### src/rtl/hazard_pkg.sv
// Shared types and constants for the multi-cycle hazard unit: forward encodings,
// FSM state types, counter widths and legal latency ranges.
package hazard_pkg;

  typedef enum logic [1:0] {
    FWD_RF = 2'b00,
    FWD_W  = 2'b01,
    FWD_M  = 2'b10
  } fwd_e;

  typedef enum logic {
    L_IDLE = 1'b0,
    L_WAIT = 1'b1
  } ld_state_e;

  typedef enum logic [1:0] {
    MD_IDLE = 2'd0,
    MD_BUSY = 2'd1,
    MD_DONE = 2'd2
  } md_state_e;

  localparam int LCNT_W = 4;
  localparam int MCNT_W = 6;

  localparam int MEM_LAT_MIN = 1;
  localparam int MEM_LAT_MAX = 15;
  localparam int MD_LAT_MIN  = 2;
  localparam int MD_LAT_MAX  = 63;

  // Out-of-range latencies are pinned to the nearest legal value so the
  // counters can never be loaded with something they cannot represent.
  function automatic int clamp_lat(input int v, input int lo, input int hi);
    if (v < lo) return lo;
    if (v > hi) return hi;
    return v;
  endfunction

endpackage

### src/rtl/mc_counter.sv
// Loadable down-counter with a zero flag; paces the load-wait and mul/div FSMs.
module mc_counter #(
  parameter int W = 4
) (
  input  logic         clk,
  input  logic         reset,
  input  logic         load,
  input  logic         dec,
  input  logic [W-1:0] load_val,
  output logic         zero
);

  logic [W-1:0] count;

  // NOTE: sequential state is always written with <= so every register samples
  // the pre-edge values, independent of statement order.
  always_ff @(posedge clk) begin
    if (reset) begin
      count <= '0;
    end else if (load) begin
      count <= load_val;
    end else if (dec && (count != '0)) begin
      count <= count - 1'b1;
    end
  end

  assign zero = (count == '0);

endmodule

### src/rtl/hazard_unit_mc.sv
// Hazard unit for the 5-stage pipeline with multi-cycle loads in M and a
// multi-cycle mul/div in E; produces forwarding, stall, flush and bubble controls.
module hazard_unit_mc
  import hazard_pkg::*;
#(
  parameter int REG_AW  = 5,
  parameter int MEM_LAT = 1,
  parameter int MD_LAT  = 4
) (
  input  logic              clk,
  input  logic              reset,
  input  logic              RegWriteE,
  input  logic              RegWriteM,
  input  logic              RegWriteW,
  input  logic              ResultSrcE,
  input  logic              ResultSrcM,
  input  logic              MdStartE,
  input  logic [REG_AW-1:0] Rs1D,
  input  logic [REG_AW-1:0] Rs2D,
  input  logic [REG_AW-1:0] Rs1E,
  input  logic [REG_AW-1:0] Rs2E,
  input  logic [REG_AW-1:0] RdE,
  input  logic [REG_AW-1:0] RdM,
  input  logic [REG_AW-1:0] RdW,
  input  logic              PcSrcE,
  output logic [1:0]        ForwardAE,
  output logic [1:0]        ForwardBE,
  output logic              stallF,
  output logic              stallD,
  output logic              stallE,
  output logic              stallM,
  output logic              FlushD,
  output logic              FlushE,
  output logic              BubbleM,
  output logic              BubbleW,
  output logic              MdBusy
);

  localparam int MEM_LAT_EFF     = clamp_lat(MEM_LAT, MEM_LAT_MIN, MEM_LAT_MAX);
  localparam int MD_LAT_EFF      = clamp_lat(MD_LAT, MD_LAT_MIN, MD_LAT_MAX);
  localparam bit MULTI_CYCLE_MEM = (MEM_LAT_EFF > 1);

  // The entry cycle of each FSM already counts as one cycle, hence the -2.
  localparam logic [LCNT_W-1:0] LCNT_INIT = LCNT_W'(MULTI_CYCLE_MEM ? MEM_LAT_EFF - 2 : 0);
  localparam logic [MCNT_W-1:0] MCNT_INIT = MCNT_W'(MD_LAT_EFF - 2);

  ld_state_e ld_state, ld_state_nx;
  md_state_e md_state, md_state_nx;

  logic lcnt_load, lcnt_dec, lcnt_zero;
  logic mcnt_load, mcnt_dec, mcnt_zero;
  logic ld_stall, md_stall;
  logic lwstall_d, lwstall_e;
  logic br;

  function automatic fwd_e fwd_sel(
    input logic [REG_AW-1:0] rs,
    input logic [REG_AW-1:0] rd_m,
    input logic [REG_AW-1:0] rd_w,
    input logic              wr_m,
    input logic              load_m,
    input logic              wr_w
  );
    // A load in M has no data yet, so it must not be forwarded from M.
    if (wr_m && !load_m && (rs != '0) && (rs == rd_m)) return FWD_M;
    if (wr_w && (rs != '0) && (rs == rd_w))            return FWD_W;
    return FWD_RF;
  endfunction

  assign ForwardAE = fwd_sel(Rs1E, RdM, RdW, RegWriteM, ResultSrcM, RegWriteW);
  assign ForwardBE = fwd_sel(Rs2E, RdM, RdW, RegWriteM, ResultSrcM, RegWriteW);

  assign lwstall_d = (ResultSrcE && RegWriteE && (RdE != '0) && ((Rs1D == RdE) || (Rs2D == RdE)))
                  || (ResultSrcM && RegWriteM && (RdM != '0) && ((Rs1D == RdM) || (Rs2D == RdM)));
  assign lwstall_e = ResultSrcM && RegWriteM && (RdM != '0) && ((Rs1E == RdM) || (Rs2E == RdM));

  // The last WAIT cycle (counter at zero) is the load's final cycle in M and lets it go.
  assign ld_stall = (ld_state == L_IDLE) ? (ResultSrcM && MULTI_CYCLE_MEM) : !lcnt_zero;
  assign md_stall = (md_state == MD_IDLE) ? MdStartE : (md_state == MD_BUSY);

  assign stallM = ld_stall;
  assign stallE = stallM || md_stall || lwstall_e;
  assign stallD = stallE || lwstall_d;
  assign stallF = stallD;

  assign BubbleW = stallM;
  assign BubbleM = stallE && !stallM;

  assign br     = PcSrcE && !stallE;
  assign FlushD = br;
  assign FlushE = br || (stallD && !stallE);

  // Busy covers the start cycle as well, so it frames the whole sequence.
  assign MdBusy = (md_state != MD_IDLE) || md_stall;

  // NOTE: every output of a combinational block gets a default before the case,
  // so no path leaves a signal unassigned and no latch is inferred.
  always_comb begin
    ld_state_nx = ld_state;
    lcnt_load   = 1'b0;
    lcnt_dec    = 1'b0;
    case (ld_state)
      L_IDLE: begin
        if (ResultSrcM && MULTI_CYCLE_MEM) begin
          ld_state_nx = L_WAIT;
          lcnt_load   = 1'b1;
        end
      end
      L_WAIT: begin
        if (lcnt_zero) ld_state_nx = L_IDLE;
        else           lcnt_dec    = 1'b1;
      end
      default: ld_state_nx = L_IDLE;
    endcase
  end

  always_comb begin
    md_state_nx = md_state;
    mcnt_load   = 1'b0;
    mcnt_dec    = 1'b0;
    case (md_state)
      MD_IDLE: begin
        if (MdStartE) begin
          md_state_nx = MD_BUSY;
          mcnt_load   = 1'b1;
        end
      end
      MD_BUSY: begin
        if (mcnt_zero) md_state_nx = MD_DONE;
        else           mcnt_dec    = 1'b1;
      end
      MD_DONE: begin
        // The same instruction still shows MdStartE here; only leaving E ends it.
        if (!stallE) md_state_nx = MD_IDLE;
      end
      default: md_state_nx = MD_IDLE;
    endcase
  end

  always_ff @(posedge clk) begin
    if (reset) begin
      ld_state <= L_IDLE;
      md_state <= MD_IDLE;
    end else begin
      ld_state <= ld_state_nx;
      md_state <= md_state_nx;
    end
  end

  mc_counter #(.W(LCNT_W)) u_lcnt (
    .clk      (clk),
    .reset    (reset),
    .load     (lcnt_load),
    .dec      (lcnt_dec),
    .load_val (LCNT_INIT),
    .zero     (lcnt_zero)
  );

  mc_counter #(.W(MCNT_W)) u_mcnt (
    .clk      (clk),
    .reset    (reset),
    .load     (mcnt_load),
    .dec      (mcnt_dec),
    .load_val (MCNT_INIT),
    .zero     (mcnt_zero)
  );

endmodule

### config.mk
export PLATFORM = sky130hd
export DESIGN_NAME = hazard_unit_mc
export DESIGN_NICKNAME = d
export VERILOG_FILES = /design/src/rtl/hazard_pkg.sv /design/src/rtl/mc_counter.sv /design/src/rtl/hazard_unit_mc.sv
export SDC_FILE = /design/constraint.sdc
export NUM_CORES = 1
export LEC_CHECK = 0
export CAP_MARGIN = 5
export CELL_PAD_IN_SITES_DETAIL_PLACEMENT = 0
export CELL_PAD_IN_SITES_GLOBAL_PLACEMENT = 1
export CORE_MARGIN = 1.5
export CORE_UTILIZATION = 31
export CTS_CLUSTER_SIZE = 8
export DETAILED_ROUTE_END_ITERATION = 6
export GPL_TIMING_DRIVEN = 0
export PLACE_DENSITY = 0.82
export SYNTH_ARGS = -nofsm -noshare
export SYNTH_HDL_FRONTEND = slang
export SYNTH_HIERARCHICAL = 1
export SYNTH_SLANG_ARGS = --single-unit
### constraint.sdc
create_clock -name clk -period 2.7 [get_ports clk]
set_input_delay 0.405 -clock clk [delete_from_list [all_inputs] [get_ports clk]]
set_output_delay 0.405 -clock clk [all_outputs]
set_load 0.005 [all_outputs]
==> flow_metrics.tcl <==
set metrics [dict create \
    finalSetupViolCount 0 \
    die-width_um 70.7 \
    synth-main-ff-cell "dfxtp_1" \
    fmax_ghz 0.382 \
    pwr-share-clk_pct 23.9 \
    synth_top_area_share_pct 18.3 \
    relSlewSlack_pct 56.9 \
    worst-setup-path-type "reg2out" \
    ys_seq_area_share_pct 18.3 \
    vias 1417 \
    cp_slowest_cell "or3_4" \
    max_cap_violations 0 \
    hold_viol_final 0 \
    syn-instance-count 178 \
    cp-end-kind "output port" \
    setup_tns_ns 0 \
    switching_share_pct 32.7 \
    synth_edf_count 0 \
    cp.buffers_inverters 4 \
    first_pass_iters 4 \
    grt_usage_pct 15.5 \
    period_share_pct 97.0 \
    dp_slack_ns -0.459 \
    drt_wl_total_um 3670 \
    numCtsBuffers 3 \
    min_path_type "reg2reg" \
    nets 300 \
    grt_start_max_net_pins 16 \
    slew_violations 0 \
    grt_pass1_vias 1410 \
    drive_gt1_share_pct 16.7 \
    cts_tree "yes" \
    finalPower_w 0.000736 \
    worstPathRequired_ns 2.30 \
    critPathMaxStageDelay_ns 0.41 \
    p_seq_share_pct 31.9 \
    p_switching_w 0.000241 \
    overflow 0 \
    async_flop_share_pct 0 \
    boundaryPins 57 \
    arrival_ns 2.21 \
    port-buffer-count 51 \
    status "finished clean" \
    place_area_um2 2040 \
    finalCriticalPeriod_ns 2.62 \
    gp_congestion 0.797 \
    die_h_um 70.7 \
    rows 24 \
    h-tree-depth 1 \
    insertion_delay_ns 0.24 \
    synth_top_area_cell "dfxtp_1" \
    n_antenna_cell 0 \
    design.die.area_um2 5000 \
    critPathTopFamily "simple AND/OR/NAND/NOR gates" \
    avgSynthCellArea_um2 7.99 \
    dp_hpwl_um 2940 \
    synth-warning-count 6 \
    ir_drop_v 0.000264 \
    synth_seq_cells 13 \
    internal-power_w 0.000495 \
    hold_buffers 0 \
    synth_top_cells_by_area "dfxtp_1 (18%), xnor2_1 (15%), xor2_1 (10%), nor2_1 (5.8%), nor3_1 (4.2%)" \
    worstMarginPinSlew_ns 0.645 \
    fill_cells 427 \
    vias_per_cell 4.66 \
    antenna_found_initial 0 \
    setup_slack_ns 0.0821 \
    synthMostInstantiatedCell "xnor2_1" \
    clock_sinks 13 \
    path_max_fanout 12 \
    fin_worst_skew_ns 0.00393 \
    postLayoutCellArea_um2 2200 \
    synthTopCellsByCount "xnor2_1 (25), nor2_1 (22), xor2_1 (17)" \
    power_density_nw_per_um2 334 \
    clockBufferDepth 2 \
    start_util_pct 32.4 \
    drc_errors 0 \
    p_leak_nw 0.881 \
    power_frac_comb_pct 44.3 \
    root_buffer "clkbuf_8" \
    grt_pass1_wl_um 6410 \
    ant_nets 0 \
    netlist_area_um2 1420 \
    cp-start-kind "flop" \
    drt_iter0_markers 67 \
    path_clk_slew_ns 0.06 \
    area_growth_pct 54.8 \
    routedWlPerCell_um 12.1 \
    crit_chain "inv_2, ha_4, or3b_4, inv_1, nand2b_4, clkinv_8, or3_4, a21oi_2, dlygate4sd2_1" \
    core_um2 4380 \
    synth.distinct_cells 48 \
]
## area by class of cell
cell class                      instances  area, um^2  share of cell area [%]
Multi-Input combinational cell        159        1170                    53.0
Sequential cell                        13         260                    11.8
Timing Repair Buffer                   58         564                    25.6
Inverter                               10        50.0                    2.27
Clock buffer                            4        45.0                    2.05
Buffer                                  8        50.0                    2.27
Tap cell                               52        65.1                    2.95
## stage by stage
| step | std cells | hold WS (ns) | utilization, % |
|---|---|---|---|
| finish | 304 | 0.536 | 50.2 |
| global route | 304 | 0.584 | 50.2 |
| CTS | 302 | 0.534 | 49.4 |
| detailed placement | 293 | 0.488 | 46.6 |
| global placement | 293 | 0.478 | 46.6 |
| floorplan | 190 | 0.458 | - |
## routing by layer
metal	part of all wire (%)	wire length, um	GRT usage, %
met1	45	1660	19.8
met4	1.3	47	3.98
met5	0	0	0
met3	6.2	227	3.85
met2	47	1730	26.3
## layout by cell type, fill, tap and decap left out, types with 6 or more instances in the layout
master / n
nor2_1: 22
inv_1: 7
buf_4: 9
dfxtp_1: 13
xor2_1: 17
dlygate4sd2_1: 10
nor3_1: 10
xnor2_1: 25
clkdlybuf4s50_1: 35
nand2_1: 6
conb_1: 14
## worst reg2reg max path: cells and delay by family (launching register included)
kind | cells | cell delay [ns]
flops | 1 | 0.33
mux | 1 | 0.21
buf+inv | 1 | 0.08
compound gates | 1 | 0.08
fa+ha+maj | 1 | 0.23
simple gates | 5 | 1.28
## worst paths after layout
path,start,depth (start not counted),slack (ns),to
setup / recovery,u_lcnt/count[1],9,0.08,FlushE
hold / removal,u_mcnt/count[1],2,0.54,u_mcnt/count[1]
setup reg to reg,u_mcnt/count[0],9,0.35,u_mcnt/count[5]
hold reg to reg,u_mcnt/count[1],2,0.54,u_mcnt/count[1]
## flip-flops by register name (all words and copies together) (netlist names)
| register | count |
|---|---|
| u_mcnt/count | 6 |
| u_lcnt/count | 4 |
| md_state | 2 |
| ld_state | 1 |
## power groups by stage
stage | combinational, W | clock, W | sequential [W]
6_report | 0.000326 | 0.000176 | 0.000235
5_1_grt | 0.000363 | 0.000189 | 0.000238
4_1_cts | 0.000326 | 0.000184 | 0.000234
3_5_place_dp | 0.000319 | 0 | 0.000238
3_3_place_gp | 0.000317 | 0 | 0.000238
2_1_floorplan | 0.000191 | 0 | 0.000233
## logic make-up after synthesis
logic type,Yosys count,synth area share (%)
simple gates,72,29.2
other cells,2,0.528
compound gates,26,15.9
xor+xnor,42,25.9
buf+inv,18,6.16
flops,13,18.3
fa+ha+maj,3,2.64
mux,2,1.41
## repair_timing
item                       in CTS  in global routing
buffers inserted                5                  2
setup endpoints to repair       8                  9
cloned                          0                  0
pin swaps                       6                  2
resized for setup              25                  7
(Power assumes the default switching activity.)
